===== src/rtl/ps2_key_sequencer.sv =====
// ps2_key_sequencer
//   Turns PS/2 set-2 scan codes into ASCII characters. It tracks the break
//   (0xF0) and extended (0xE0) prefixes, the shift keys and the last key made,
//   so typematic repeats of a held key are suppressed. Characters are queued
//   in a FIFO and leave through a valid/ready handshake.
//
//   Optional feature: define LOWERCASE_EN to output letters in lowercase
//   unless a shift key is held. Without it, letters are always uppercase.
//
// Ports
//   clock        system clock, rising edge
//   resetn       asynchronous active-low reset
//   scan_code    byte from the PS/2 receiver
//   scan_valid   one-cycle strobe qualifying scan_code
//   ascii_data   FIFO head character (0x00 when the FIFO is empty)
//   ascii_valid  FIFO non-empty
//   ascii_ready  consumer takes the head this cycle
//   fifo_count   number of entries held
//   shift_held   either shift key is down
//   overflow     one-cycle pulse: a character was dropped on a full FIFO
//
// State | meaning
//   S_IDLE      | no prefix pending; make codes are translated
//   S_BREAK     | 0xF0 seen; the next code is a key release
//   S_EXT       | 0xE0 seen; the next code is an extended key
//   S_EXT_BREAK | 0xE0 0xF0 seen; the next code is ignored

module ps2_ascii_lut (
  input  logic [7:0] code_i,
  output logic [7:0] ascii_o
);
  always_comb begin
    ascii_o = 8'h00;
    unique case (code_i)
      8'h1C: ascii_o = "A";  8'h32: ascii_o = "B";  8'h21: ascii_o = "C";
      8'h23: ascii_o = "D";  8'h24: ascii_o = "E";  8'h2B: ascii_o = "F";
      8'h34: ascii_o = "G";  8'h33: ascii_o = "H";  8'h43: ascii_o = "I";
      8'h3B: ascii_o = "J";  8'h42: ascii_o = "K";  8'h4B: ascii_o = "L";
      8'h3A: ascii_o = "M";  8'h31: ascii_o = "N";  8'h44: ascii_o = "O";
      8'h4D: ascii_o = "P";  8'h15: ascii_o = "Q";  8'h2D: ascii_o = "R";
      8'h1B: ascii_o = "S";  8'h2C: ascii_o = "T";  8'h3C: ascii_o = "U";
      8'h2A: ascii_o = "V";  8'h1D: ascii_o = "W";  8'h22: ascii_o = "X";
      8'h35: ascii_o = "Y";  8'h1A: ascii_o = "Z";
      8'h45: ascii_o = "0";  8'h16: ascii_o = "1";  8'h1E: ascii_o = "2";
      8'h26: ascii_o = "3";  8'h25: ascii_o = "4";  8'h2E: ascii_o = "5";
      8'h36: ascii_o = "6";  8'h3D: ascii_o = "7";  8'h3E: ascii_o = "8";
      8'h46: ascii_o = "9";
      8'h29: ascii_o = 8'h20;
      8'h5A: ascii_o = 8'h0A;
      8'h66: ascii_o = 8'h08;
      default: ascii_o = 8'h00;
    endcase
  end
endmodule

module ps2_key_sequencer #(
  parameter int FIFO_DEPTH = 8,
  parameter int CNT_W      = $clog2(FIFO_DEPTH) + 1
) (
  input  logic             clock,
  input  logic             resetn,
  input  logic [7:0]       scan_code,
  input  logic             scan_valid,
  output logic [7:0]       ascii_data,
  output logic             ascii_valid,
  input  logic             ascii_ready,
  output logic [CNT_W-1:0] fifo_count,
  output logic             shift_held,
  output logic             overflow
);
  localparam int AW = $clog2(FIFO_DEPTH);

  typedef enum logic [1:0] {S_IDLE, S_BREAK, S_EXT, S_EXT_BREAK} state_t;

  state_t           state_q, state_d;
  logic             shift_q, shift_d;
  logic [7:0]       last_q, last_d;
  logic             push;
  logic [7:0]       push_data;
  logic [7:0]       lut_char;
  logic [7:0]       char_adj;
  logic             is_shift;

  logic [7:0]       mem [FIFO_DEPTH];
  logic [CNT_W-1:0] wr_q, rd_q;
  logic             overflow_q;
  logic             pop, full, do_push, drop;

  ps2_ascii_lut u_lut (
    .code_i  (scan_code),
    .ascii_o (lut_char)
  );

  assign is_shift = (scan_code == 8'h12) || (scan_code == 8'h59);

  always_comb begin
    char_adj = lut_char;
`ifdef LOWERCASE_EN
    if (lut_char >= 8'h41 && lut_char <= 8'h5A && !shift_q)
      char_adj = lut_char + 8'h20;
`endif
  end

  always_comb begin
    state_d   = state_q;
    shift_d   = shift_q;
    last_d    = last_q;
    push      = 1'b0;
    push_data = 8'h00;
    if (scan_valid) begin
      unique case (state_q)
        S_IDLE: begin
          if (scan_code == 8'hF0)      state_d = S_BREAK;
          else if (scan_code == 8'hE0) state_d = S_EXT;
          else if (is_shift)           shift_d = 1'b1;
          // Held keys re-send their make code; only the first one counts.
          else if (lut_char != 8'h00 && scan_code != last_q) begin
            push      = 1'b1;
            push_data = char_adj;
            last_d    = scan_code;
          end
        end
        S_BREAK: begin
          state_d = S_IDLE;
          if (is_shift)            shift_d = 1'b0;
          if (scan_code == last_q) last_d  = 8'h00;
        end
        S_EXT: begin
          if (scan_code == 8'hF0) state_d = S_EXT_BREAK;
          else begin
            state_d = S_IDLE;
            if (scan_code == 8'h5A) begin
              push      = 1'b1;
              push_data = 8'h0A;
            end
          end
        end
        S_EXT_BREAK: state_d = S_IDLE;
        default:     state_d = S_IDLE;
      endcase
    end
  end

  always_ff @(posedge clock or negedge resetn) begin
    if (!resetn) begin
      state_q <= S_IDLE;
      shift_q <= 1'b0;
      last_q  <= 8'h00;
    end else begin
      state_q <= state_d;
      shift_q <= shift_d;
      last_q  <= last_d;
    end
  end

  // Pointers carry one extra bit so full and empty are distinguishable.
  assign fifo_count  = wr_q - rd_q;
  assign ascii_valid = (fifo_count != '0);
  assign full        = (fifo_count == CNT_W'(FIFO_DEPTH));
  assign pop         = ascii_valid && ascii_ready;
  // A pop frees the slot in the same cycle, so a full FIFO still accepts.
  assign do_push     = push && (!full || pop);
  assign drop        = push && full && !pop;
  assign ascii_data  = ascii_valid ? mem[rd_q[AW-1:0]] : 8'h00;
  assign shift_held  = shift_q;
  assign overflow    = overflow_q;

  always_ff @(posedge clock) begin
    if (do_push) mem[wr_q[AW-1:0]] <= push_data;
  end

  always_ff @(posedge clock or negedge resetn) begin
    if (!resetn) begin
      wr_q       <= '0;
      rd_q       <= '0;
      overflow_q <= 1'b0;
    end else begin
      if (do_push) wr_q <= wr_q + 1'b1;
      if (pop)     rd_q <= rd_q + 1'b1;
      overflow_q <= drop;
    end
  end
endmodule


===== config.mk =====
export PLATFORM = sky130hd
export DESIGN_NAME = ps2_key_sequencer
export DESIGN_NICKNAME = d
export VERILOG_FILES = /design/src/rtl/ps2_key_sequencer.sv
export SDC_FILE = /design/constraint.sdc
export NUM_CORES = 1
export LEC_CHECK = 0
export BUFFER_PORTS_ARGS = -buffer_cell sky130_fd_sc_hd__buf_2
export CORE_ASPECT_RATIO = 2
export CORE_MARGIN = 5
export CORE_UTILIZATION = 50
export DETAILED_ROUTE_END_ITERATION = 12
export PLACE_DENSITY = 0.68
export SLEW_MARGIN = 20
export SYNTH_ARGS = -nofsm -noshare
export SYNTH_HDL_FRONTEND = slang
export SYNTH_SLANG_ARGS = --single-unit

===== constraint.sdc =====
create_clock -name clock -period 8.6 [get_ports clock]
set_input_delay 0.86 -clock clock [delete_from_list [all_inputs] [get_ports clock]]
set_output_delay 0.86 -clock clock [all_outputs]
set_load 0.01 [all_outputs]

==> metrics.md <==
| Metric | Value |
|---|---|
| Status | complete, no violations |
| Post-synthesis sequential area ratio | 0.489 |
| CTS clk-pin slew, worst paths | around 60 ps |
| Design area | ~0.0048 sq mm |
| Share of the synthesized area in the top cell type | 0.377 |
| Layout cells sized above 1 | 0.203 |
| Max frequency | between 200 and 250 MHz |
| Post-synth top cells | edfxtp_1 (56), nand2_1 (39), dfrtp_1 (20) |
| Async SR Flop Fraction | 0.263 |
| CTS resizes | 0 |
| Tmin final | approximately 4000 ps |
| Leak | 1.83 nW |
| Switching Share | 0.353 |
| Final Hold Viols | 0 |
| Width of the chip | between 70 and 80 um |
| Core area | a little under 0.009 sq mm |
| Crit path cell chain | inv_1 > ha_1 > nor2b_1 > o21ai_0 > nand3_1 > nor2b_1 > nor2_1 > inv_1 > buf_2 |
| Synth cell types | between 60 and 70 |
| Total iterations of the first detailed-routing run | 4 |
| Initial DRC count | between 200 and 300 |
| Routed vias | ~3,000 |
| All-Layer GR Usage | 0.196 |
| First-pass GRT wire length | roughly 16,000 um |
| Share of total power in combinational logic | 0.367 |
| Vias per inst | 6.19 |
| Synth Instances | 368 |
| Io pins | 27 |
| YS warnings | 0 |
| Measured slew at the worst slew-check pin | between 800 and 900 ps |
| WP depth | 9 |
| Non-filler cells in the finished layout | 485 |
| Period utilization | 0.472 |
| Die area | 0.0110 sq mm |
| Nature of the critical path startpoint | register |
| CP required | 7740 ps |
| Yosys top cell by area | edfxtp_1 |
| Mapped Area | about 0.0045 sq mm |
| Number of port buffers | 25 |
| Clock buffer depth | 2 |
| Die Y | roughly 140 um |
| Post-DP Area | 0.00455 sq mm |
| P_sw | 0.479 mW |
| Syn_area_per_cell | 12.1 sq um |
| Peak supply drop | 0.128 mV |
| Clk root buf | clkbuf_16 |
| Most frequent cell after synthesis | edfxtp_1 |
| CTS Buf Count | 9 |
| Max stage delay on crit path | 870 ps |
| Rel. slew slack | 0.432 |
| Unrepaired setup endpoints after global routing | no |
| Routed len/inst | 21.4 um |
| # DRC | 0 |
| Placed cell count | 469 |
| CTS tree | yes |
| Int Power | 0.876 mW |
| Hpwl dp | 8050 um |
| Grt total ovfl | 0 |
| Post-synth EDFFs | 56 |
| Largest net degree at the start of global routing | slightly above 40 |
| FF-to-FF path depth | 9 |
| H-tree depth | 3 |
| Crit Path Class | reg -> out |
| Vias in the first global route | between 3,000 and 4,000 |
| Clock network fraction of design power | 0.259 |
| Synth-to-layout area growth | 8.41% |
| Fin nets | a little over 400 |
| Setup crit end kind | output pin |
| Critical Path Start | rd_q[1]$_DFFE_PN0P_ |
| Clock latency at the later pin of the worst-skew pair | around 340 ps |
| Finish-stage setup viols | 0 |
| Starting density of the core | 0.513 |
| Final Core Density | 0.556 |
| Cts hold-fix bufs | 0 |
| Row count | 48 |
| Top_reg_cell synth | edfxtp_1 |
| Antenna violations before repair | 0 |
| Routed WL | about 10,000 um |
| Mapped Nets | 393 |
| Clock sinks | between 70 and 80 |
| Pwr per Cell Area | ~280 mW/mm^2 |
| Antenna cells | 0 |
| Max-cap violations | 0 |
| Clock Skews | roughly 9 ps |
| Crit path max-delay family | simple AND/OR/NAND/NOR gates |
| Sequential fraction of design power | 0.374 |
| Worst path slowest cell | dfrtp_1 |
| Max FO, Critical Path | 19 |
| RR Startpoint | rd_q[1]$_DFFE_PN0P_ |
| Post-DRT Antenna Nets | 0 |
| Ranking of synthesized cells by area | edfxtp_1 (38%), dfrtp_1 (11%), mux4_2 (8.1%) |
| Setup_tns | 0 ps |
| Arrival @ worst endpoint | 3200 ps |
| CP bufs+invs | 3 |
| Final Max Tran Viols | 0 |
| Final RePlAce weighted congestion | between 0.9 and 1 |
| Post-CTS Setup Bufs | 0 |
| Min-Delay Path Class | in -> async |
| Synth Register Bits | between 70 and 80 |
[flip-flops by register name, indices dropped and copies added, names as in the netlist]
signal      count
last_q          8
mem            56
overflow        1
rd_q            4
shift_held      1
state_q         2
wr_q            4
[cell families after synthesis]
logic type	synth area share
and+or+nand+nor	0.150
DFF	0.489
AOI/OAI and AO/OA	0.109
buffers and inverters	0.0527
muxes	0.125
xor gates and xnor gates	0.0350
adders and majority gates	0.0381
other	0.000840
[layout by cell type (no fill, tap or decap), types with 4 or more instances in the layout]
master / Yosys / layout
inv_1: 16 / 16
mux2i_1: 12 / 12
o22ai_1: 4 / 4
mux4_2: 16 / 16
nand4_1: 7 / 7
nand2_1: 39 / 39
dfrtp_1: 20 / 20
buf_2: 11 / 25
ha_1: 12 / 12
o21ai_0: 5 / 5
nand3_1: 11 / 11
nor2b_1: 9 / 9
edfxtp_1: 56 / 56
a21oi_1: 18 / 18
and4_1: 4 / 4
xor2_1: 4 / 4
nor2_1: 14 / 14
clkbuf_16: 0 / 9
xnor2_1: 12 / 12
and3_1: 6 / 6
[layout make-up]
| cell class | instances | area, sq um |
|---|---|---|
| clock inverter | 7 | 60.1 |
| inverter | 18 | 67.6 |
| timing repair buffer | 26 | 133 |
| multi-input combinational | 249 | 2050 |
| fill | 751 | 3870 |
| sequential | 76 | 2180 |
| tap | 100 | 125 |
| clock buffer | 9 | 225 |
[through the flow]
step / total power, mW / hold slack, ps / worst slack [ps]
5_1_grt: 1.44 / 507 / 4270
4_1_cts: 1.37 / 495 / 4530
3_3_place_gp: 1.01 / 470 / 4410
2_1_floorplan: 0.862 / 460 / 5090
6_report: 1.35 / 485 / 4540
3_5_place_dp: 1.02 / 481 / 4300
[final timing paths]
check / to / slack (ps)
min in group clock: shift_held$_DFFE_PN0P_ / 490
max: ascii_valid / 4540
min reg2reg: shift_held$_DFFE_PN0P_ / 480
max in group asynchronous: state_q[0]$_DFFE_PN0P_ / 7760
max reg2reg: mem[3][2]$_DFFE_PP_ / 5030
min: last_q[2]$_DFFE_PN0P_ / 480
[power groups by stage]
stage | clock network [mW] | registers [mW] | logic (mW)
2_1_floorplan | 0 | 0.478 | 0.385
3_3_place_gp | 0 | 0.511 | 0.498
3_5_place_dp | 0 | 0.514 | 0.505
4_1_cts | 0.358 | 0.507 | 0.507
5_1_grt | 0.375 | 0.515 | 0.553
6_report | 0.351 | 0.507 | 0.497
[layer usage]
| metal | vias up | global-route usage | part of all wire |
|---|---|---|---|
| met2 | 88 | 0.384 | 0.58 |
| met5 | - | 0 | 0 |
| met4 | 0 | 0.114 | 0.042 |
| li1 | 1415 | - | - |
| met3 | 27 | 0.0220 | 0.033 |
| met1 | 1470 | 0.192 | 0.34 |
Note: power is estimated with default switching activity, not from simulation.
